## src/rtl/bcd_timer_pkg.sv

```systemverilog
// Shared types, constants and BCD helpers for the cascaded BCD timer.
package bcd_timer_pkg;

    localparam int unsigned DIGIT_W = 4;
    localparam logic [3:0]  BCD_MAX  = 4'd9;
    localparam logic [3:0]  BCD_ZERO = 4'd0;

    typedef enum logic [1:0] {
        ST_IDLE  = 2'd0,
        ST_RUN   = 2'd1,
        ST_PAUSE = 2'd2,
        ST_DONE  = 2'd3
    } state_e;

    // Value a digit takes after one edge with the given carry-in.
    function automatic logic [3:0] bcd_next(input logic [3:0] q, input logic cin);
        if (!cin) begin
            return q;
        end
        return (q == BCD_MAX) ? BCD_ZERO : q + 4'd1;
    endfunction

    // Clamp a raw nibble into the BCD range.
    function automatic logic [3:0] bcd_sat(input logic [3:0] d);
        return (d > BCD_MAX) ? BCD_MAX : d;
    endfunction

endpackage

```

## src/rtl/bcd_digit.sv

```systemverilog
// One BCD digit of the counter chain; Cout is combinational so a full ripple settles in one cycle.
// Load inputs exist only when BCD_TIMER_LOAD_EN is defined.
module bcd_digit
    import bcd_timer_pkg::*;
(
    input  logic       Clk,
    input  logic       Rst,
    input  logic       Clr,
`ifdef BCD_TIMER_LOAD_EN
    input  logic       Ld,
    input  logic [3:0] Ld_val,
`endif
    input  logic       Cin,
    output logic       Cout,
    output logic [3:0] q
);

    logic [3:0] q_q;
    logic [3:0] q_d;

    always_comb begin
        q_d = q_q;
        if (Clr) begin
            q_d = BCD_ZERO;
        end
`ifdef BCD_TIMER_LOAD_EN
        else if (Ld) begin
            q_d = bcd_sat(Ld_val);
        end
`endif
        else begin
            q_d = bcd_next(q_q, Cin);
        end
    end

    always_ff @(posedge Clk) begin
        if (Rst) begin
            q_q <= BCD_ZERO;
        end else begin
            q_q <= q_d;
        end
    end

    assign Cout = Cin & (q_q == BCD_MAX);
    assign q    = q_q;

endmodule

```

## src/rtl/bcd_timer_ctrl.sv

```systemverilog
// Run/pause/clear sequencer, prescaler and target comparator for a chain of bcd_digit.
// Optional Load/Load_val parallel preset is built when BCD_TIMER_LOAD_EN is defined.
module bcd_timer_ctrl
    import bcd_timer_pkg::*;
#(
    parameter int unsigned DIGITS   = 4,
    parameter int unsigned PRESCALE = 50000,
    parameter int unsigned PW       = 16
) (
    input  logic                        Clk,
    input  logic                        Rst,
    input  logic                        Start,
    input  logic                        Stop,
    input  logic                        Clear,
    input  logic                        Mode,
    input  logic [DIGIT_W*DIGITS-1:0]   Target,
`ifdef BCD_TIMER_LOAD_EN
    input  logic                        Load,
    input  logic [DIGIT_W*DIGITS-1:0]   Load_val,
`endif
    output logic [DIGIT_W*DIGITS-1:0]   Count,
    output logic                        Running,
    output logic                        Done,
    output logic                        Wrap
);

    localparam int unsigned CW = DIGIT_W * DIGITS;

    state_e          state_q, state_d;
    logic [PW-1:0]   presc_q, presc_d;
    logic            running_q, running_d;
    logic            done_q, done_d;
    logic            wrap_q, wrap_d;

    logic            tick_c;
    logic            clr_c;
    logic            ld_c;
    logic [CW-1:0]   inc_c;
    logic            carry_c;
    logic            all9_c;

    // Count as it would read after a tick; feeds the target compare and wrap detect.
    always_comb begin
        inc_c   = Count;
        carry_c = 1'b1;
        for (int i = 0; i < int'(DIGITS); i++) begin
            inc_c[DIGIT_W*i +: DIGIT_W] = bcd_next(Count[DIGIT_W*i +: DIGIT_W], carry_c);
            carry_c = carry_c & (Count[DIGIT_W*i +: DIGIT_W] == BCD_MAX);
        end
        all9_c = carry_c;
    end

    // Command decode: Clear > Load > Stop > Start, then RUN-time prescaling.
    always_comb begin
        state_d = state_q;
        presc_d = presc_q;
        done_d  = 1'b0;
        wrap_d  = 1'b0;
        tick_c  = 1'b0;
        clr_c   = 1'b0;
        ld_c    = 1'b0;
        if (Clear) begin
            state_d = ST_IDLE;
            presc_d = '0;
            clr_c   = 1'b1;
        end
`ifdef BCD_TIMER_LOAD_EN
        else if (Load && (state_q != ST_RUN)) begin
            ld_c    = 1'b1;
            presc_d = '0;
            if (state_q == ST_DONE) begin
                state_d = ST_IDLE;
            end
        end
`endif
        else if (Stop) begin
            if (state_q == ST_RUN) begin
                state_d = ST_PAUSE;
            end
        end else begin
            unique case (state_q)
                ST_IDLE, ST_PAUSE: begin
                    if (Start) begin
                        state_d = ST_RUN;
                    end
                end
                ST_DONE: begin
                    if (Start) begin
                        state_d = ST_RUN;
                        presc_d = '0;
                        clr_c   = 1'b1;
                    end
                end
                ST_RUN: begin
                    if (presc_q == PW'(PRESCALE - 1)) begin
                        presc_d = '0;
                        tick_c  = 1'b1;
                        wrap_d  = all9_c;
                        if (Mode && (inc_c == Target)) begin
                            state_d = ST_DONE;
                            done_d  = 1'b1;
                        end
                    end else begin
                        presc_d = presc_q + PW'(1);
                    end
                end
                default: state_d = ST_IDLE;
            endcase
        end
        running_d = (state_d == ST_RUN);
    end

    always_ff @(posedge Clk) begin
        if (Rst) begin
            state_q   <= ST_IDLE;
            presc_q   <= '0;
            running_q <= 1'b0;
            done_q    <= 1'b0;
            wrap_q    <= 1'b0;
        end else begin
            state_q   <= state_d;
            presc_q   <= presc_d;
            running_q <= running_d;
            done_q    <= done_d;
            wrap_q    <= wrap_d;
        end
    end

    // Digit chain: each digit's carry-in is the previous digit's carry-out.
    for (genvar i = 0; i < int'(DIGITS); i++) begin : g_dig
        logic       cin_w;
        logic       cout_w;
        logic [3:0] q_w;

        if (i == 0) begin : g_lsd
            assign cin_w = tick_c;
        end else begin : g_msd
            assign cin_w = g_dig[i-1].cout_w;
        end

        bcd_digit u_digit (
            .Clk    (Clk),
            .Rst    (Rst),
            .Clr    (clr_c),
`ifdef BCD_TIMER_LOAD_EN
            .Ld     (ld_c),
            .Ld_val (Load_val[DIGIT_W*i +: DIGIT_W]),
`endif
            .Cin    (cin_w),
            .Cout   (cout_w),
            .q      (q_w)
        );

        assign Count[DIGIT_W*i +: DIGIT_W] = q_w;
    end

`ifndef BCD_TIMER_LOAD_EN
    logic unused_ld_c;
    assign unused_ld_c = ld_c;
`endif

    assign Running = running_q;
    assign Done    = done_q;
    assign Wrap    = wrap_q;

endmodule

```

## config.mk

```make
export PLATFORM = sky130hd
export DESIGN_NAME = bcd_timer_ctrl
export DESIGN_NICKNAME = d
export VERILOG_FILES = /design/src/rtl/bcd_timer_pkg.sv /design/src/rtl/bcd_digit.sv /design/src/rtl/bcd_timer_ctrl.sv
export SDC_FILE = /design/constraint.sdc
export NUM_CORES = 1
export LEC_CHECK = 0
export ABC_AREA = 1
export BUFFER_PORTS_ARGS = -buffer_cell sky130_fd_sc_hd__buf_2
export CAP_MARGIN = 20
export CORE_ASPECT_RATIO = 1.75
export CORE_UTILIZATION = 54
export DETAILED_ROUTE_END_ITERATION = 7
export GPL_ROUTABILITY_DRIVEN = 0
export PLACE_DENSITY = 0.75
export SLEW_MARGIN = 0
export SYNTH_ARGS = -nofsm -noshare
export SYNTH_HDL_FRONTEND = slang
export SYNTH_SLANG_ARGS = --single-unit
```

## constraint.sdc

```tcl
create_clock -name Clk -period 4.4 [get_ports Clk]
set_input_delay 0.22 -clock Clk [delete_from_list [all_inputs] [get_ports Clk]]
set_output_delay 0.22 -clock Clk [all_outputs]
set_load 0.005 [all_outputs]
```

==> reports/qor.yml <==
cp_slowest_cell: "dfxtp_1"
rr_startpoint: "g_dig[2].u_digit.q[0]"
synth.yosys.warnings: 0
postSynthRegisterBits: 37
crit_top_cell: "nand2_1"
cts_resized: 0
clk_root_buffer_cell: "clkbuf_8"
fill_cells: 456
area.sequential_um2: 741
relSlewSlack_pct: 53.7
port_buffers: 40
synthArstFlopShare_pct: 0
fin_tns_setup_ns: 0
finalMaxSlewViolations: 0
startpoint: "g_dig[2].u_digit.q[0]"
cts_max_level: 2
cp_cell_sequence: "ha_1, nand2_1, nor2_4, nand3_4, inv_2, nand2_1, nand2_1, nand2_1, nand2_1, nand2_1, nor3_1, nand4_1, nor2_1"
cp_num_buf_inv: 1
area.growth.synth_to_final_pct: 13.1
dp_hpwl_um: 5300
crit_fanout: 8
netlist_area_um2: 2600
violations: "DRC"
die_h_um: 93.8
finalHoldViolCount: 0
ir_drop_mv: 0.233
end_kind: "flip-flop"
tightest_slew_ns: 0.692
grtUsageTotal_pct: 28.2
ctsHoldBuffers: 0
fin_ws_ns: 2.27
routedWlPerCell_um: 13.2
synth_cell_types: 37
synth-main-ff-cell: "dfxtp_1"
rsz0062_at_grt: "false"
ys_seq_area_share_pct: 28.5
leakage_uw: 0.00138
postCtsSetupRepairBufs: 0
fmax_mhz: 470
grt_pass1_wl_um: 10600
crit_type: "flip-flop to flip-flop"
slowest_delay_ns: 0.49
multiInputGateArea_um2: 1620
timing.final.crit_share_pct: 48.4
critPathTopFamily: "simple AND/OR/NAND/NOR gates"
start_util_pct: 55.8
critical_path_arrival_ns: 2.36
outcome: "complete, but fails checks"
num_vias: 2705
drive_gt1_share_pct: 20.8
clk_latency_ns: 0.29
diodes: 0
final_area_um2: 2940
first_global_vias: 2554
cts_buffers: 5
dieArea_um2: 5110
syn-instance-count: 396
clock_sinks: 37
worstPathRequired_ns: 4.63
syn_nets: 425
viasPerCell: 5.48
hold_path_class: "input port to flip-flop"
syn_area_per_cell_um2: 6.57
row_count: 33
clkTransAtPathRegs_ns: 0.07
drt_pass1_iterations: 6
final_nets: 470
finalSetupViolCount: 0
final.setup_skew_ns: 0.00497
start_kind: "flip-flop"
pin_count: 41
drc: 2
grt_max_degree: 14
power.density_nw_per_um2: 209
synth_edf_count: 0
grt_antenna_before_repair: 0
cts_buffer_depth: 2
cts_tree: "yes"
layout_common_cells: "96 x nand2_1, 55 x inv_1, 40 x buf_2"
place_area_um2: 2860
drt-initial-drc-count: 65
die_w_um: 54.5
maxCapViolCount: 0
period_minus_slack_ns: 2.13
holdCritStartpoint: "Rst"
core_area_um2: 4670
ant_nets: 0
hold_slack_ns: 0.116
dp_slack_ns: 2.34
grt_remaining_overflow: 0
wirelength_um: 6540
layout_commonest_cell: "nand2_1"
[stage by stage]
| step | total power, uW | std cells | util (%) |
|---|---|---|---|
| final | 614 | 494 | 63.0 |
| after global routing | 636 | 494 | 63.0 |
| after CTS | 618 | 494 | 63.0 |
| after global placement | 387 | 486 | 61.3 |
| after floorplan | 369 | 396 | - |
| after detailed placement | 388 | 486 | 61.3 |
[cell type report]
type	count	share of cell area (%)
Clock buffer	6	2.47
Clock inverter	2	0.340
Inverter	62	7.91
Multi-Input combinational cell	295	55.1
Sequential cell	37	25.2
Tap cell	52	2.21
Timing Repair Buffer	40	6.81
[state kept, by name, indices dropped and copies added, names as in the netlist]
signal and flops:
g_dig.u_digit.q 16, Wrap 1, state_q 2, presc_q 16, Running 1, Done 1
[cells in the mapped netlist, types with 3 or more instances]
master    count  share of area (%)
a211oi_1      4                1.2
a21oi_1      21                4.0
dfxtp_1      37                 28
ha_1          7                3.4
inv_1        55                7.9
inv_2         7                1.0
nand2_1      96                 14
nand2_2       6                1.4
nand3_1      37                7.1
nand3_2       8                3.1
nand3b_1      4                1.2
nand4_1      11                2.6
nor2_1       34                4.9
nor2_2        7                1.7
nor2_4        4                1.7
nor3_1        7                1.3
o21ai_0      21                4.0
xor2_1        3                1.0
[cell families after synthesis]
kind of cell,after synthesis,share of synthesized area (%)
compound gates,56,12.3
xor+xnor,3,1.01
fa+ha+maj,7,3.37
buf+inv,64,9.24
flops,37,28.5
simple gates,229,45.6
[where the power goes]
part	switching (uW)	internal, uW
Combinational	26.9	17.4
Sequential	0.834	336
Clock	123	110
[metal layers]
layer / track usage, % / routed length [um]
met5: 0 / 0
met4: 15.0 / 234
met3: 4.53 / 179
met2: 55.3 / 3740
met1: 24.5 / 2390
[final timing paths]
check	end	slack [ns]	cells past startpoint
hold reg to reg	presc_q[1]	0.49	2
setup / recovery	Done	2.27	13
setup reg to reg	Done	2.27	13
hold / removal	state_q[1]	0.12	2
[worst register-to-register path, stage by stage, from the launching register on]
cell and delay (ns):
dfxtp_1 0.49, ha_1 0.23, nand2_1 0.11, nor2_4 0.21, nand3_4 0.17, inv_2 0.12, nand2_1 0.07, nand2_1 0.07
nand2_1 0.05, nand2_1 0.08, nand2_1 0.06, nor3_1 0.16, nand4_1 0.14, nor2_1 0.10
No activity file was read; power rests on OpenSTA's default activity.
